--- src/rtl/fp_align_pipe.sv ---
// fp_align_pipe
//   Two-stage operand-alignment pipeline for the floating-point adder.
//   S1 orders the operands by magnitude and forms |exp_a - exp_b|.
//   S2 right-shifts the smaller mantissa by that amount. The shifted-out bits
//   become guard/round/sticky. The S2 registers drive every output except
//   in_ready.
//
// Ports
//   clk, rst_n          clock (rising edge), asynchronous active-low reset
//   in_valid/in_ready   input handshake for one operand pair
//   exp_a/b, man_a/b    operands (mantissa has an explicit hidden bit)
//   out_valid/out_ready output handshake
//   exp_res             exponent of the larger operand
//   man_big             mantissa of the larger operand, unshifted
//   aligned_man         {shifted smaller mantissa, G, R, S}
//   swapped             1 when operand b was the larger
//   exp_diff            |exp_a - exp_b|
module fp_align_pipe #(
  parameter int MAN_WIDTH = 11,
  parameter int EXP_WIDTH = 5
) (
  input  logic                 clk,
  input  logic                 rst_n,
  input  logic                 in_valid,
  output logic                 in_ready,
  input  logic [EXP_WIDTH-1:0] exp_a,
  input  logic [EXP_WIDTH-1:0] exp_b,
  input  logic [MAN_WIDTH-1:0] man_a,
  input  logic [MAN_WIDTH-1:0] man_b,
  output logic                 out_valid,
  input  logic                 out_ready,
  output logic [EXP_WIDTH-1:0] exp_res,
  output logic [MAN_WIDTH-1:0] man_big,
  output logic [MAN_WIDTH+2:0] aligned_man,
  output logic                 swapped,
  output logic [EXP_WIDTH-1:0] exp_diff
);

  localparam int WW = MAN_WIDTH + 2;  // mantissa plus guard and round positions
  localparam int AW = MAN_WIDTH + 3;  // plus sticky

  // Shift {man, 2'b00} right by the full shift amount and OR every bit that
  // falls off the end into the sticky bit. An amount of WW or more clears the
  // shifted field. Sticky then covers the whole word. So long shifts saturate
  // without any separate clamp logic.
  function automatic logic [AW-1:0] align_shift(
    input logic [MAN_WIDTH-1:0] man_small,
    input logic [EXP_WIDTH-1:0] sh
  );
    logic [WW-1:0] w;
    logic [WW-1:0] shifted;
    logic          sticky;
    w       = {man_small, 2'b00};
    shifted = w >> sh;
    sticky  = 1'b0;
    for (int i = 0; i < WW; i++) begin
      if (i < int'(sh)) sticky = sticky | w[i];
    end
    return {shifted, sticky};
  endfunction

  logic s1_v;
  logic s2_v;
  logic s1_load;
  logic s2_load;

  logic [EXP_WIDTH-1:0] exp_big_p1;
  logic [EXP_WIDTH-1:0] exp_diff_p1;
  logic [MAN_WIDTH-1:0] man_big_p1;
  logic [MAN_WIDTH-1:0] man_small_p1;
  logic                 swapped_p1;

  logic                 b_larger;

  assign s2_load   = s1_v && (!s2_v || out_ready);
  assign s1_load   = !s1_v || s2_load;
  assign in_ready  = s1_load;
  assign out_valid = s2_v;

  // A full tie keeps operand a as the larger one.
  assign b_larger = (exp_b > exp_a) || ((exp_b == exp_a) && (man_b > man_a));

  // ---- S1: compare, swap, subtract ----
  always_ff @(posedge clk or negedge rst_n) begin
    if (!rst_n) begin
      s1_v         <= 1'b0;
      exp_big_p1   <= '0;
      exp_diff_p1  <= '0;
      man_big_p1   <= '0;
      man_small_p1 <= '0;
      swapped_p1   <= 1'b0;
    end else if (s1_load) begin
      s1_v <= in_valid;
      if (in_valid) begin
        swapped_p1 <= b_larger;
        if (b_larger) begin
          exp_big_p1   <= exp_b;
          exp_diff_p1  <= exp_b - exp_a;
          man_big_p1   <= man_b;
          man_small_p1 <= man_a;
        end else begin
          exp_big_p1   <= exp_a;
          exp_diff_p1  <= exp_a - exp_b;
          man_big_p1   <= man_a;
          man_small_p1 <= man_b;
        end
      end
    end
  end

  // ---- S2: align ----
  always_ff @(posedge clk or negedge rst_n) begin
    if (!rst_n) begin
      s2_v        <= 1'b0;
      exp_res     <= '0;
      man_big     <= '0;
      aligned_man <= '0;
      swapped     <= 1'b0;
      exp_diff    <= '0;
    end else if (s2_load) begin
      s2_v        <= 1'b1;
      exp_res     <= exp_big_p1;
      man_big     <= man_big_p1;
      aligned_man <= align_shift(man_small_p1, exp_diff_p1);
      swapped     <= swapped_p1;
      exp_diff    <= exp_diff_p1;
    end else if (out_ready) begin
      s2_v <= 1'b0;
    end
  end

endmodule
--- config.mk ---
export PLATFORM = sky130hd
export DESIGN_NAME = fp_align_pipe
export DESIGN_NICKNAME = d
export VERILOG_FILES = /design/src/rtl/fp_align_pipe.sv
export SDC_FILE = /design/constraint.sdc
export NUM_CORES = 1
export LEC_CHECK = 0
export CAP_MARGIN = 15
export CORE_MARGIN = 8
export CORE_UTILIZATION = 50
export CTS_BUF_LIST = sky130_fd_sc_hd__clkbuf_8
export DETAILED_ROUTE_END_ITERATION = 6
export PLACE_DENSITY = 0.75
export SETUP_SLACK_MARGIN = 0.15
export SLEW_MARGIN = 25
export SYNTH_ARGS = -nofsm -noshare
export SYNTH_HDL_FRONTEND = slang
export SYNTH_SLANG_ARGS = --single-unit
--- constraint.sdc ---
create_clock -name clk -period 1.9 [get_ports clk]
set_input_delay 0.285 -clock clk [delete_from_list [all_inputs] [get_ports clk]]
set_output_delay 0.285 -clock clk [all_outputs]
set_load 0.02 [all_outputs]
* Word level (Yosys, flattened, before mapping)
Cells that the tools add are included.
Word-level totals: register bits after elaboration 71, input bits 36, output and inout port bits 38, logic and storage cells 77
Operators by class: add/sub/neg operators 2, magnitude comparators 13, equality and inequality tests 1, shift operators 1, multiplexer cells 28, bitwise operators 11, reductions and logical operators 9
Operators with widths (number):
- $lt 4x5->1 const A | 5
- $mux 1 | 24
- $mux 11 | 2
- $lt 3x5->1 const A | 4
- $shr 13x5->13 | 1
- $gt 11x11->1 | 1
- $or 1x1->1 | 11
- $lt 2x5->1 const A | 2
- $mux 5 | 2
- $sub 5x5->5 | 2
- $eq 5x5->1 | 1
- $gt 5x5->1 | 1
- $logic_or 1x1->1 | 3
- $logic_and 1x1->1 | 2
- $logic_not 1->1 | 2
- $reduce_and 2->1 | 1
- $reduce_bool 2->1 | 1

* Longest topological paths before layout
word-level depth 36, gate-level depth with buffers 10, depth with buffers taken out 9

* Worst setup path after synthesis
Ideal clock, no wire load.
kind in2reg, start point in man_a[8], end point reg exp_diff_p1[3], library setup time 0.120 ns, arrival 2.001 ns, data required time 1.780 ns, setup slack -0.220 ns, stages on the path 8, path buffers 0, cell sequence inv_1 ha_1 a211o_1 a21oi_4 o211ai_4 and4_4 or4_1 and3_1
Between the ends: cells in the longest elaborated chain, start to end 4
Ends and longest elaborated chain:
- from (decl) | RTL line 28 | input logic [MAN_WIDTH-1:0] man_a,
- $gt 11x11->1 | RTL line 81 | assign b_larger = (exp_b > exp_a) || ((exp_b == exp_a) && (man_b > man_a));
- $logic_and 1x1->1 | RTL line 81
- $logic_or 1x1->1 | RTL line 81
- $mux 5 | RTL line 96 | if (b_larger) begin
- to (signal assigned) | RTL line 98 | exp_diff_p1 <= exp_b - exp_a;
- to (signal assigned) | RTL line 103 | exp_diff_p1 <= exp_a - exp_b;
- to (decl) | RTL line 68 | logic [EXP_WIDTH-1:0] exp_diff_p1;
Every way passes these cells. A chain may end at the register's enable or synchronous reset.

* Worst setup path after layout
start point in man_a[0], end point reg exp_diff_p1[3]
The elaborated chain is that of the path after synthesis.

==> flow_summary.json <==
{
  "rrSetupSlack_ns": 0.23,
  "vias": 3663,
  "cp.arrival_ns": 2.17,
  "root_buffer": "clkbuf_8",
  "regToRegStartpoint": "exp_diff_p1[2]",
  "synth_seq_cells": 71,
  "crit_fanout": 5,
  "grt_pass1_vias": 3994,
  "combPwrFrac_pct": 43.0,
  "holdWs_ns": 0.282,
  "hold_depth": 3,
  "rsz0062_at_grt": "true",
  "vdd_drop_max_mv": 0.463,
  "sw_frac_of_total_pct": 36.1,
  "cts_tree": "done",
  "finalCritPeriodShare_pct": 101,
  "tightest_slew_ns": 0.602,
  "io_pins": 74,
  "die_width_um": 107,
  "die-area_mm2": 0.0115,
  "synth_common_cells": "dfrtp_1 (71), nand2_1 (53), mux2i_1 (43)",
  "synth_ff_type": "dfrtp_1",
  "multi_input_area_mm2": 0.00255,
  "drtIter0Drc": 215,
  "yosysWarnings": 0,
  "required_ns": 2.14,
  "pwr_density_cell_mw_per_mm2": 949,
  "synth_cell_types": 55,
  "max_freq_mhz": 520,
  "netlist_area_mm2": 0.00416,
  "drt.antenna.violating_nets": 0,
  "area_growth_pct": 48.3,
  "portBuffers": 73,
  "slew_viol_final": 0,
  "syn_nets": 476,
  "syn_inst": 418,
  "synth.top_cells.by_area": "dfrtp_1 (43%), mux2i_1 (10%), ha_1 (6.0%), mux2_2 (5.7%), nand2_1 (4.8%)",
  "reg2reg_to": "aligned_man[0]",
  "dp_hpwl_um": 8360,
  "synth_top_area_share_pct": 42.7,
  "drtPass1Iterations": 4,
  "status": "finished, violations left",
  "final_util_pct": 75.8,
  "initial_core_util_pct": 51.1,
  "seq_power_share_pct": 35.5,
  "fin_crit_ns": 1.92,
  "clockPowerShare_pct": 21.5,
  "rows": 33,
  "path_clk_slew_ns": 0.08,
  "syn_area_per_cell_um2": 9.94,
  "drive_gt1_share_pct": 36.7,
  "viasPerCell": 5.48,
  "setup-tns-final_ns": -0.0291,
  "cts.sinks": 71,
  "min_to": "man_big_p1[3]",
  "p_leak_uw": 0.00279,
  "htree_levels": 3,
  "worstSetupPathType": "input pin to flip-flop",
  "grt_max_degree": 45,
  "routabilityCongestion": 0.893,
  "setup_viol_count_final": 2,
  "clk_path_buf_depth": 2,
  "synthArstFlopShare_pct": 100,
  "ff_latch_area_mm2": 0.00178,
  "final_cell_area_mm2": 0.00617,
  "cap_violations": 0,
  "place_area_mm2": 0.00568,
  "routed_wl_um": 11700,
  "clk_latency_ns": 0.36,
  "slew_headroom_pct": 59.8,
  "dieHeight_um": 107,
  "fin_nets": 617,
  "synth_edf_count": 0,
  "p_int_uw": 3740,
  "grt_first_pass_wirelength_um": 19300,
  "fp.coreArea_mm2": 0.00813,
  "drc": 0,
  "grt_overflow": 0,
  "critPathLaunchType": "input pin",
  "fin_ws_ns": -0.0219,
  "grt_use_total_pct": 20.8,
  "netSwitchingPower_uw": 2110,
  "cts_buffers": 9,
  "cp-end-kind": "flip-flop",
  "wl_per_cell_um": 17.4,
  "yosysSeqAreaShare_pct": 42.7,
  "min-delay-start": "man_b[3]",
  "violations": "setup timing",
  "synth_largest_area_cell": "dfrtp_1",
  "nFillCells": 570,
  "finalClockSkew_ns": 0.0116,
  "antenna_cells": 0,
  "yosysMostFrequentCell": "dfrtp_1",
  "reg2regPathDepth": 6,
  "hold_viol_final": 0,
  "antenna_found_initial": 0,
  "holdCritPathClass": "input pin to flip-flop"
}
==> registers in the layout, summed over array words and instances (netlist names) <==
| name | cells |
|---|---|
| exp_big_p1 | 5 |
| aligned_man | 14 |
| swapped_p1 | 1 |
| man_big | 11 |
| exp_diff_p1 | 5 |
| exp_res | 5 |
| swapped | 1 |
| s1_v | 1 |
| man_big_p1 | 11 |
| exp_diff | 5 |
| man_small_p1 | 11 |
| out_valid | 1 |
==> metrics by stage <==
| stage | cells | power, uW | setup slack [ns] |
|---|---|---|---|
| finish | 669 | 5850 | -0.0219 |
| floorplan | 418 | 3390 | -0.0773 |
| detailed placement | 638 | 4420 | -0.811 |
| global placement | 638 | 4350 | -0.763 |
| global route | 669 | 6160 | -0.0892 |
| CTS | 667 | 5830 | 0.0308 |
==> worst max-delay path, cell delays in order <==
cell and delay (ns):
dlygate4sd2_1 0.26, ha_1 0.22, nand3b_1 0.20, a211o_1 0.31
o211ai_4 0.14, a21oi_1 0.12, or4_1 0.47, and3_1 0.16
==> worst max-delay path by stage <==
stage / startpoint / endpoint / slack (ns) / cells after the start
2_1_floorplan: man_b[8] / exp_diff_p1[3] / -0.08 / 7
3_3_place_gp: man_a[6] / exp_diff_p1[3] / -0.76 / 10
3_5_place_dp: man_a[6] / exp_diff_p1[3] / -0.81 / 10
4_1_cts: man_a[8] / man_big_p1[5] / 0.03 / 11
5_1_grt: man_b[0] / exp_diff_p1[3] / -0.09 / 9
6_report: man_a[0] / exp_diff_p1[3] / -0.02 / 8
==> cell families (layout without fill, tap and decap cells) <==
kind of cell             after synthesis  count (layout)  share of synthesized area, %
AO/OA/AOI/OAI                        106             106                          16.7
adder cells (fa/ha/maj)               22              22                          6.98
buffers and inverters                 48             194                          4.82
flip-flops                            71              71                          42.7
multiplexers                          64              64                          16.0
AND/OR/NAND/NOR                      107             107                          12.7
==> per-layer routing <==
metal	vias to the layer above	global-route usage, %	part of all wire [%]
li1	1770	-	-
met1	1781	24.1	42
met2	92	37.3	52
met3	20	3.06	3.7
met4	0	8.64	2.0
met5	-	0	0
==> layout by cell type, fill, tap and decap left out, types with 3 or more instances in the layout <==
master,instances
clkbuf_2,3
ha_4,16
o21a_1,5
mux2_2,21
a21oi_2,5
a22o_1,5
dlygate4sd2_1,9
buf_2,15
nand4_1,3
inv_1,12
inv_4,3
clkinvlp_4,3
nand3b_1,4
dfrtp_1,69
clkdlybuf4s15_2,3
buf_4,62
o21ai_1,30
o21ai_0,16
nand2b_1,4
a211o_1,3
o22ai_1,4
mux2i_2,3
inv_2,10
nand3_1,5
nand2_1,51
clkbuf_8,9
buf_6,10
nor2_1,15
a21oi_1,12
a2bb2oi_1,4
clkdlybuf4s50_1,39
a21oi_4,3
mux2i_4,3
ha_1,4
buf_12,6
mux2i_1,37
==> power by group through the flow <==
| stage | Clock, uW | Sequential [uW] | Combinational [uW] |
|---|---|---|---|
| after floorplan | 0 | 2290 | 1100 |
| after global placement | 0 | 2090 | 2260 |
| after detailed placement | 0 | 2110 | 2310 |
| after CTS | 1260 | 2070 | 2500 |
| after global routing | 1320 | 2120 | 2710 |
| final | 1260 | 2080 | 2520 |
==> cell type report <==
class | count | share of cell area [%]
flip-flops and latches | 71 | 28.9
clock inverters | 7 | 1.20
repair buffers | 153 | 22.6
multi-input cells | 299 | 41.4
inverters | 25 | 1.85
clock buffers | 9 | 2.01
well taps | 105 | 2.13
==> what timing repair did <==
item | 4_1_cts | 5_1_grt
gates resized for setup | 143 | 15
hold endpoints to repair | 23 | 0
buffers inserted | 10 | 2
endpoints found under the setup margin | 39 | 33
hold buffers | 1 | 0
pin swaps | 41 | 12
cloned | 2 | 0
No activity file was read; power rests on OpenSTA's default activity.
